===== config.mk =====
export PLATFORM = sky130hd
export DESIGN_NAME = multi_cycle_control_flat
export DESIGN_NICKNAME = d
export VERILOG_FILES = /design/src/rtl/mc_ctrl_pkg.sv /design/src/rtl/multi_cycle_control_if.sv /design/src/rtl/mc_ctrl_decode.sv /design/src/rtl/multi_cycle_control.sv /design/src/flat_wrapper.sv
export SDC_FILE = /design/constraint.sdc
export NUM_CORES = 1
export LEC_CHECK = 0
export CORE_MARGIN = 2
export CORE_UTILIZATION = 37
export CTS_BUF_LIST = sky130_fd_sc_hd__clkbuf_4 sky130_fd_sc_hd__clkbuf_8
export DETAILED_ROUTE_END_ITERATION = 6
export PLACE_DENSITY = 0.79
export SLEW_MARGIN = 5
export SYNTH_ARGS = -nofsm -noshare
export SYNTH_HDL_FRONTEND = slang
export SYNTH_SLANG_ARGS = --single-unit

===== constraint.sdc =====
create_clock -name clk -period 1.25 [get_ports clk]
set_input_delay 0.125 -clock clk [delete_from_list [all_inputs] [get_ports clk]]
set_output_delay 0.125 -clock clk [all_outputs]
set_load 0.02 [all_outputs]

===== src/rtl/mc_ctrl_pkg.sv =====
// Shared encodings for the multi-cycle MIPS control FSM.
package mc_ctrl_pkg;

    typedef enum logic [3:0] {
        S_FETCH     = 4'd0,
        S_DECODE    = 4'd1,
        S_MEM_ADDR  = 4'd2,
        S_MEM_READ  = 4'd3,
        S_MEM_WB    = 4'd4,
        S_MEM_WRITE = 4'd5,
        S_EXECUTE   = 4'd6,
        S_R_WB      = 4'd7,
        S_BRANCH    = 4'd8,
        S_JUMP      = 4'd9,
        S_ADDI_EX   = 4'd10,
        S_ADDI_WB   = 4'd11,
        S_HALT      = 4'd12
    } state_t;

    localparam logic [5:0] OP_RTYPE = 6'h00;
    localparam logic [5:0] OP_LW    = 6'h23;
    localparam logic [5:0] OP_SW    = 6'h2B;
    localparam logic [5:0] OP_BEQ   = 6'h04;
    localparam logic [5:0] OP_J     = 6'h02;
    localparam logic [5:0] OP_ADDI  = 6'h08;

    localparam logic [1:0] SRCB_B       = 2'b00;
    localparam logic [1:0] SRCB_FOUR    = 2'b01;
    localparam logic [1:0] SRCB_IMM     = 2'b10;
    localparam logic [1:0] SRCB_IMM_SH2 = 2'b11;

    localparam logic [1:0] ALU_ADD   = 2'b00;
    localparam logic [1:0] ALU_SUB   = 2'b01;
    localparam logic [1:0] ALU_FUNCT = 2'b10;

    localparam logic [1:0] PCS_ALU    = 2'b00;
    localparam logic [1:0] PCS_ALUOUT = 2'b01;
    localparam logic [1:0] PCS_JUMP   = 2'b10;

    // Control vector produced by the output decoder.
    typedef struct packed {
        logic       pc_write;
        logic       pc_write_cond;
        logic       i_or_d;
        logic       mem_read;
        logic       mem_write;
        logic       ir_write;
        logic       mdr_write;
        logic       mem_to_reg;
        logic       reg_dst;
        logic       reg_write;
        logic       alu_src_a;
        logic [1:0] alu_src_b;
        logic [1:0] alu_op;
        logic [1:0] pc_source;
    } ctrl_t;

    // True for every opcode the FSM knows how to sequence.
    function automatic logic op_legal(input logic [5:0] op);
        return (op == OP_RTYPE) || (op == OP_LW) || (op == OP_SW) ||
               (op == OP_BEQ) || (op == OP_J) || (op == OP_ADDI);
    endfunction

endpackage


===== src/rtl/multi_cycle_control_if.sv =====
// Control bus between the multi-cycle FSM and the datapath/memory.
interface multi_cycle_control_if;
    logic [5:0] opcode;
    logic       mem_ready;
    logic       pc_write;
    logic       pc_write_cond;
    logic       i_or_d;
    logic       mem_read;
    logic       mem_write;
    logic       ir_write;
    logic       mdr_write;
    logic       mem_to_reg;
    logic       reg_dst;
    logic       reg_write;
    logic       alu_src_a;
    logic [1:0] alu_src_b;
    logic [1:0] alu_op;
    logic [1:0] pc_source;
    logic       illegal_op;
    logic       bus_error;
    logic [3:0] state;

    // Controller side.
    modport master (
        input  opcode, mem_ready,
        output pc_write, pc_write_cond, i_or_d, mem_read, mem_write,
               ir_write, mdr_write, mem_to_reg, reg_dst, reg_write,
               alu_src_a, alu_src_b, alu_op, pc_source,
               illegal_op, bus_error, state
    );

    // Datapath side.
    modport slave (
        output opcode, mem_ready,
        input  pc_write, pc_write_cond, i_or_d, mem_read, mem_write,
               ir_write, mdr_write, mem_to_reg, reg_dst, reg_write,
               alu_src_a, alu_src_b, alu_op, pc_source,
               illegal_op, bus_error, state
    );
endinterface


===== src/rtl/mc_ctrl_decode.sv =====
// Moore output decoder: state (plus mem_ready for access-completion
// pulses) to control vector. Reset forces everything low.
module mc_ctrl_decode
    import mc_ctrl_pkg::*;
(
    input  state_t state,
    input  logic   mem_ready,
    input  logic   reset,
    output ctrl_t  ctrl
);

    // Per-state control decode; unlisted fields stay 0.
    always_comb begin
        ctrl = '0;
        if (!reset) begin
            case (state)
                S_FETCH: begin
                    ctrl.mem_read  = 1'b1;
                    ctrl.alu_src_b = SRCB_FOUR;
                    ctrl.alu_op    = ALU_ADD;
                    ctrl.pc_source = PCS_ALU;
                    ctrl.ir_write  = mem_ready;
                    ctrl.pc_write  = mem_ready;
                end
                S_DECODE: begin
                    ctrl.alu_src_b = SRCB_IMM_SH2;
                    ctrl.alu_op    = ALU_ADD;
                end
                S_MEM_ADDR, S_ADDI_EX: begin
                    ctrl.alu_src_a = 1'b1;
                    ctrl.alu_src_b = SRCB_IMM;
                    ctrl.alu_op    = ALU_ADD;
                end
                S_MEM_READ: begin
                    ctrl.mem_read  = 1'b1;
                    ctrl.i_or_d    = 1'b1;
                    ctrl.mdr_write = mem_ready;
                end
                S_MEM_WB: begin
                    ctrl.reg_write  = 1'b1;
                    ctrl.mem_to_reg = 1'b1;
                end
                S_MEM_WRITE: begin
                    ctrl.mem_write = 1'b1;
                    ctrl.i_or_d    = 1'b1;
                end
                S_EXECUTE: begin
                    ctrl.alu_src_a = 1'b1;
                    ctrl.alu_src_b = SRCB_B;
                    ctrl.alu_op    = ALU_FUNCT;
                end
                S_R_WB: begin
                    ctrl.reg_write = 1'b1;
                    ctrl.reg_dst   = 1'b1;
                end
                S_BRANCH: begin
                    ctrl.alu_src_a     = 1'b1;
                    ctrl.alu_src_b     = SRCB_B;
                    ctrl.alu_op        = ALU_SUB;
                    ctrl.pc_write_cond = 1'b1;
                    ctrl.pc_source     = PCS_ALUOUT;
                end
                S_JUMP: begin
                    ctrl.pc_write  = 1'b1;
                    ctrl.pc_source = PCS_JUMP;
                end
                S_ADDI_WB: begin
                    ctrl.reg_write = 1'b1;
                end
                default: ctrl = '0;
            endcase
        end
    end

endmodule


===== src/rtl/multi_cycle_control.sv =====
// Main multi-cycle MIPS control FSM: state register, memory wait
// counter with optional timeout, and next-state logic.
module multi_cycle_control
    import mc_ctrl_pkg::*;
#(
    parameter int WAIT_LIMIT = 0,
    parameter int TMR_W      = 8
) (
    input  logic                 clk,
    input  logic                 reset,
    multi_cycle_control_if.master bus
);

    // Terminal count is one below the limit so the timeout fires after
    // exactly WAIT_LIMIT waiting cycles.
    localparam logic [TMR_W-1:0] LIM_M1 = TMR_W'((WAIT_LIMIT > 0) ? WAIT_LIMIT - 1 : 0);

    state_t           state;
    logic [TMR_W-1:0] wait_cnt;
    logic             bus_error;
    ctrl_t            ctrl;
    logic             mem_state;
    logic             waiting;
    logic             timeout;

    assign mem_state = (state == S_FETCH) || (state == S_MEM_READ) || (state == S_MEM_WRITE);
    assign waiting   = mem_state && !bus.mem_ready;
    // mem_ready on the terminal cycle clears waiting, so it beats the timeout.
    assign timeout   = (WAIT_LIMIT != 0) && waiting && (wait_cnt == LIM_M1);

    // State register, wait counter and sticky bus error.
    always_ff @(posedge clk) begin
        if (reset) begin
            state     <= S_FETCH;
            wait_cnt  <= '0;
            bus_error <= 1'b0;
        end else if (timeout) begin
            state     <= S_HALT;
            wait_cnt  <= '0;
            bus_error <= 1'b1;
        end else begin
            wait_cnt <= waiting ? wait_cnt + TMR_W'(1) : '0;
            case (state)
                S_FETCH:     if (bus.mem_ready) state <= S_DECODE;
                S_DECODE: begin
                    case (bus.opcode)
                        OP_RTYPE:     state <= S_EXECUTE;
                        OP_LW, OP_SW: state <= S_MEM_ADDR;
                        OP_BEQ:       state <= S_BRANCH;
                        OP_J:         state <= S_JUMP;
                        OP_ADDI:      state <= S_ADDI_EX;
                        default:      state <= S_FETCH;
                    endcase
                end
                S_MEM_ADDR:  state <= (bus.opcode == OP_LW) ? S_MEM_READ : S_MEM_WRITE;
                S_MEM_READ:  if (bus.mem_ready) state <= S_MEM_WB;
                S_MEM_WB:    state <= S_FETCH;
                S_MEM_WRITE: if (bus.mem_ready) state <= S_FETCH;
                S_EXECUTE:   state <= S_R_WB;
                S_R_WB:      state <= S_FETCH;
                S_BRANCH:    state <= S_FETCH;
                S_JUMP:      state <= S_FETCH;
                S_ADDI_EX:   state <= S_ADDI_WB;
                S_ADDI_WB:   state <= S_FETCH;
                S_HALT:      state <= S_HALT;
                default:     state <= S_FETCH;
            endcase
        end
    end

    mc_ctrl_decode u_decode (
        .state     (state),
        .mem_ready (bus.mem_ready),
        .reset     (reset),
        .ctrl      (ctrl)
    );

    // Illegal opcode is flagged during the DECODE cycle itself.
    assign bus.illegal_op    = !reset && (state == S_DECODE) && !op_legal(bus.opcode);

    assign bus.pc_write      = ctrl.pc_write;
    assign bus.pc_write_cond = ctrl.pc_write_cond;
    assign bus.i_or_d        = ctrl.i_or_d;
    assign bus.mem_read      = ctrl.mem_read;
    assign bus.mem_write     = ctrl.mem_write;
    assign bus.ir_write      = ctrl.ir_write;
    assign bus.mdr_write     = ctrl.mdr_write;
    assign bus.mem_to_reg    = ctrl.mem_to_reg;
    assign bus.reg_dst       = ctrl.reg_dst;
    assign bus.reg_write     = ctrl.reg_write;
    assign bus.alu_src_a     = ctrl.alu_src_a;
    assign bus.alu_src_b     = ctrl.alu_src_b;
    assign bus.alu_op        = ctrl.alu_op;
    assign bus.pc_source     = ctrl.pc_source;
    assign bus.bus_error     = bus_error;
    assign bus.state         = state;

endmodule


===== src/flat_wrapper.sv =====
// flat-port wrapper written by rule: the top's interface ports become plain ports
module multi_cycle_control_flat import mc_ctrl_pkg::*;
#(
    parameter int WAIT_LIMIT = 0,
    parameter int TMR_W      = 8
)
  (clk, reset, bus_opcode, bus_mem_ready, bus_pc_write, bus_pc_write_cond, bus_i_or_d, bus_mem_read, bus_mem_write, bus_ir_write, bus_mdr_write, bus_mem_to_reg, bus_reg_dst, bus_reg_write, bus_alu_src_a, bus_alu_src_b, bus_alu_op, bus_pc_source, bus_illegal_op, bus_bus_error, bus_state);
  multi_cycle_control_if bus_i ();
  input  logic clk;
  input  logic reset;
  input wire logic [$bits(bus_i.opcode)-1:0] bus_opcode;
  input wire logic [$bits(bus_i.mem_ready)-1:0] bus_mem_ready;
  output wire logic [$bits(bus_i.pc_write)-1:0] bus_pc_write;
  output wire logic [$bits(bus_i.pc_write_cond)-1:0] bus_pc_write_cond;
  output wire logic [$bits(bus_i.i_or_d)-1:0] bus_i_or_d;
  output wire logic [$bits(bus_i.mem_read)-1:0] bus_mem_read;
  output wire logic [$bits(bus_i.mem_write)-1:0] bus_mem_write;
  output wire logic [$bits(bus_i.ir_write)-1:0] bus_ir_write;
  output wire logic [$bits(bus_i.mdr_write)-1:0] bus_mdr_write;
  output wire logic [$bits(bus_i.mem_to_reg)-1:0] bus_mem_to_reg;
  output wire logic [$bits(bus_i.reg_dst)-1:0] bus_reg_dst;
  output wire logic [$bits(bus_i.reg_write)-1:0] bus_reg_write;
  output wire logic [$bits(bus_i.alu_src_a)-1:0] bus_alu_src_a;
  output wire logic [$bits(bus_i.alu_src_b)-1:0] bus_alu_src_b;
  output wire logic [$bits(bus_i.alu_op)-1:0] bus_alu_op;
  output wire logic [$bits(bus_i.pc_source)-1:0] bus_pc_source;
  output wire logic [$bits(bus_i.illegal_op)-1:0] bus_illegal_op;
  output wire logic [$bits(bus_i.bus_error)-1:0] bus_bus_error;
  output wire logic [$bits(bus_i.state)-1:0] bus_state;
  assign bus_i.opcode = bus_opcode;
  assign bus_i.mem_ready = bus_mem_ready;
  assign bus_pc_write = bus_i.pc_write;
  assign bus_pc_write_cond = bus_i.pc_write_cond;
  assign bus_i_or_d = bus_i.i_or_d;
  assign bus_mem_read = bus_i.mem_read;
  assign bus_mem_write = bus_i.mem_write;
  assign bus_ir_write = bus_i.ir_write;
  assign bus_mdr_write = bus_i.mdr_write;
  assign bus_mem_to_reg = bus_i.mem_to_reg;
  assign bus_reg_dst = bus_i.reg_dst;
  assign bus_reg_write = bus_i.reg_write;
  assign bus_alu_src_a = bus_i.alu_src_a;
  assign bus_alu_src_b = bus_i.alu_src_b;
  assign bus_alu_op = bus_i.alu_op;
  assign bus_pc_source = bus_i.pc_source;
  assign bus_illegal_op = bus_i.illegal_op;
  assign bus_bus_error = bus_i.bus_error;
  assign bus_state = bus_i.state;
  multi_cycle_control #(.WAIT_LIMIT(WAIT_LIMIT), .TMR_W(TMR_W)) u_core (.clk(clk), .reset(reset), .bus(bus_i));
endmodule

==> reports/summary.log <==
INFO  outcome        status=complete, but fails checks
INFO  outcome        failed_checks=negative setup slack
INFO  setup_path     cp_data_required_time=1.12ns
INFO  layout         largest_register_ff_count=4
INFO  setup_path     critical_path_slowest_stage_cell=dfxtp_2
INFO  placement      half_perimeter_wire_length_of_the_detailed_placement_result=1820um
INFO  detailed_routing remaining_design_rule_violation_count=0
INFO  detailed_routing routed_via_density=6.01
INFO  global_routing grt_max_degree=11
INFO  logic_synthesis synth-seq-area-share=0.125
INFO  logic_synthesis post_synth_inst_count=90
INFO  logic_synthesis synth_cell_types=40
INFO  placement      finalWeightedCongestion=0.853
INFO  sta            setup_slack_of_the_critical_path_after_layout=-0.259ns
INFO  clock_network  insertion_delay=0.25ns
INFO  detailed_routing number_of_nets_with_antenna_violations_after_detailed_routing=0
INFO  placement      placed_cells_incl_taps=157
INFO  global_routing grt_util_all_layers=0.283
INFO  global_routing first_global_vias=952
INFO  sta            unrepaired_setup_endpoints_after_global_routing=true
INFO  clock_network  cts_hold_bufs=0
INFO  logic_synthesis ys.warnings.count=0
INFO  layout         syn_to_final_growth=116%
INFO  pwr            finalPower=600uW
INFO  setup_path     timing.rr.end=u_core.bus.state[2]$_SDFFE_PP0P_
INFO  sta            final-setup-viol-count=21
INFO  hold_path      hold_path_depth=3
INFO  clock_network  cts_sinks=4
INFO  logic_synthesis synth-edff-count=0
INFO  detailed_routing drt-wirelength-per-cell=17.6um
INFO  detailed_routing detailedRoute.firstPassIterationCount=4
INFO  placement      place_worst_setup_slack=-0.652ns
INFO  sta            finalCriticalPeriod=1.51ns
INFO  layout         leading_cell_type_in_the_layout_fill_and_taps_excluded=buf_4
INFO  layout         reg_top3=u_core.bus.state (4)
INFO  logic_synthesis synthesis.area=638um^2
INFO  die            placementRows=15
INFO  logic_synthesis synth_top_cell_by_area=dfxtp_1
INFO  layout         final_layout_size_suffix_gt1_frac=0.667
INFO  logic_synthesis primary_flip_flop_cell_chosen_by_synthesis_mapping=dfxtp_1
INFO  logic_synthesis synth_async_sr_flop_share=0
INFO  detailed_routing dr_total_vias=967
INFO  die            top_level_ports=32
INFO  sta            clock-skew-final=0.00801ns
INFO  logic_synthesis syn-mean-instance-area=7.09um^2
INFO  setup_path     timing.critical_path.slowest_cell_delay=0.33ns
INFO  global_routing grt_pass1_wl=4270um
INFO  hold_path      worstHoldStart=reset
INFO  layout         fin_area=1380um^2
INFO  detailed_routing drt_iter0_drc=30
INFO  sta            max_slew_vio_count=0
INFO  setup_path     crit_path_cell_trace=buf_4 > xor2_1 > a32oi_1 > nor2_2 > buf_2
INFO  clock_network  htreeDepth=1
INFO  global_routing initial_antenna_violation_count=0
INFO  setup_path     endpoint_kind=output pin
INFO  sta            maxClockFrequency=663MHz
INFO  sta            period_share=1.21
INFO  die            core-area=1670um^2
INFO  layout         post-route-util=0.827
INFO  logic_synthesis synth.top_cells.by_area=dfxtp_1, nor2_1, xor2_1
INFO  global_routing gr-total-overflow=0
INFO  clock_network  clock_tree.root_cell=clkbuf_4
INFO  logic_synthesis synth-seq-cells=4
INFO  clock_network  clk_pin_slew=0.03ns
INFO  die            fp.dieW=45.5um
INFO  logic_synthesis synth.top_cell.area_share=0.125
INFO  pwr            ir_worst_vdd=0.421mV
INFO  setup_path     timing.critical_path.arrival=1.38ns
INFO  layout         instances_no_fill=161
INFO  setup_path     ff2ff_path_depth=5
INFO  hold_path      hold_path.class=input port to flip-flop
INFO  placement      placed_cell_area=1220um^2
INFO  setup_path     crit_path_start_kind=flip-flop
INFO  logic_synthesis postSynthNetCount=99
INFO  detailed_routing drt-total-wl=2830um
INFO  clock_network  clk_path_buf_depth=2
INFO  layout         filler_cell_count=93
INFO  sta            tns=-2.96ns
INFO  layout         most_frequent_cells_in_the_layout=buf_4, buf_6, dlygate4sd2_1
INFO  setup_path     worstSetupStartpoint=u_core.bus.state[3]$_SDFFE_PP0P_
INFO  hold_path      hold_end=u_core.bus.state[3]$_SDFFE_PP0P_
INFO  setup_path     cp_max_fo=7
INFO  setup_path     timing.critical_path.buf_inv=2
INFO  sta            final_hold_viol_count=0
INFO  layout         number_of_antenna_diodes=0
INFO  sta            whs=0.519ns
INFO  pwr            power_leakage=0.590nW
INFO  die            floorplan.initialDensity=0.382
INFO  setup_path     reg2reg_from=u_core.bus.state[1]$_SDFFE_PP0P_
INFO  clock_network  cts_tree=built
INFO  die            floorplan.die_area=2070um^2
INFO  setup_path     criticalPathCategory=flip-flop to output pin
INFO  flow_run       max_cap_violations=0
INFO  placement      io_buffers=30
INFO  setup_path     reg2reg_setup_slack=-0.14ns
INFO  die            die_h=45.5um
INFO  layout         layout.nets=155
INFO  layout         top_register_by_number_of_flip_flops=u_core.bus.state
INFO  clock_network  numCtsBuffers=3
INFO  setup_path     crit_family=flip-flops
INFO  pwr            power-per-cell-area=434nW/um^2
area by class of cell:
cell class | count | area, um^2 | area share
multi-input cells | 73 | 701 | 0.507
clock buffers | 3 | 22.5 | 0.0163
repair buffers | 60 | 527 | 0.381
inverters | 4 | 17.5 | 0.0127
flip-flops and latches | 4 | 92.6 | 0.0670
well taps | 17 | 21.3 | 0.0154
cells in the mapped netlist, types with 2 or more instances:
library cell / n
nor4_1: 4
nand2_1: 4
xor2_1: 4
inv_1: 3
nand4_1: 2
nor2b_1: 2
buf_6: 2
buf_2: 2
a21oi_1: 4
nand2b_1: 2
o21ai_0: 3
buf_4: 4
or2_2: 2
o211ai_1: 3
dfxtp_1: 4
and3_1: 5
a31oi_1: 2
nor2_1: 10
nor3_1: 6
a32oi_1: 2
logic make-up after synthesis:
group	Yosys count	share of synthesized area
other	1	0.00588
and+or+nand+nor	44	0.400
xor gates and xnor gates	5	0.0686
DFF	4	0.125
buffers and inverters	13	0.127
AOI/OAI and AO/OA	22	0.255
muxes	1	0.0176
worst max path at each step:
stage	endpoint	slack (ns)	cells after the start
finish	bus_reg_write	-0.26	5
global route	bus_reg_write	-0.29	5
CTS	bus_illegal_op	-0.23	5
detailed placement	bus_illegal_op	-0.65	5
global placement	bus_illegal_op	-0.63	5
floorplan	bus_alu_op[1]	-0.05	3
power breakdown:
group,total (mW),switching (mW),internal [mW],leakage [nW]
Clock,0.169,0.0612,0.108,0.0138
Combinational,0.292,0.149,0.143,0.541
Sequential,0.138,0.0101,0.128,0.0352
worst reg2reg max path: cells and delay by family (launching register included):
family / cells / cell delay, ns
buffers and inverters: 1 / 0.12
and+or+nand+nor: 2 / 0.48
DFF: 1 / 0.37
AOI/OAI and AO/OA: 2 / 0.31
per-layer routing:
metal	vias up	share of wire	global-route usage
li1	443	-	-
met1	453	0.38	0.315
met2	55	0.52	0.510
met3	16	0.057	0.0476
met4	0	0.042	0.135
met5	-	0	0
what timing repair did:
action | CTS | global route
gates resized for setup | 131 | 25
endpoints found under the setup margin | 26 | 26
buffers inserted | 0 | 1
endpoints found under the hold margin | 0 | 0
pin swaps | 5 | 7
Note: power is estimated with default switching activity, not from simulation.
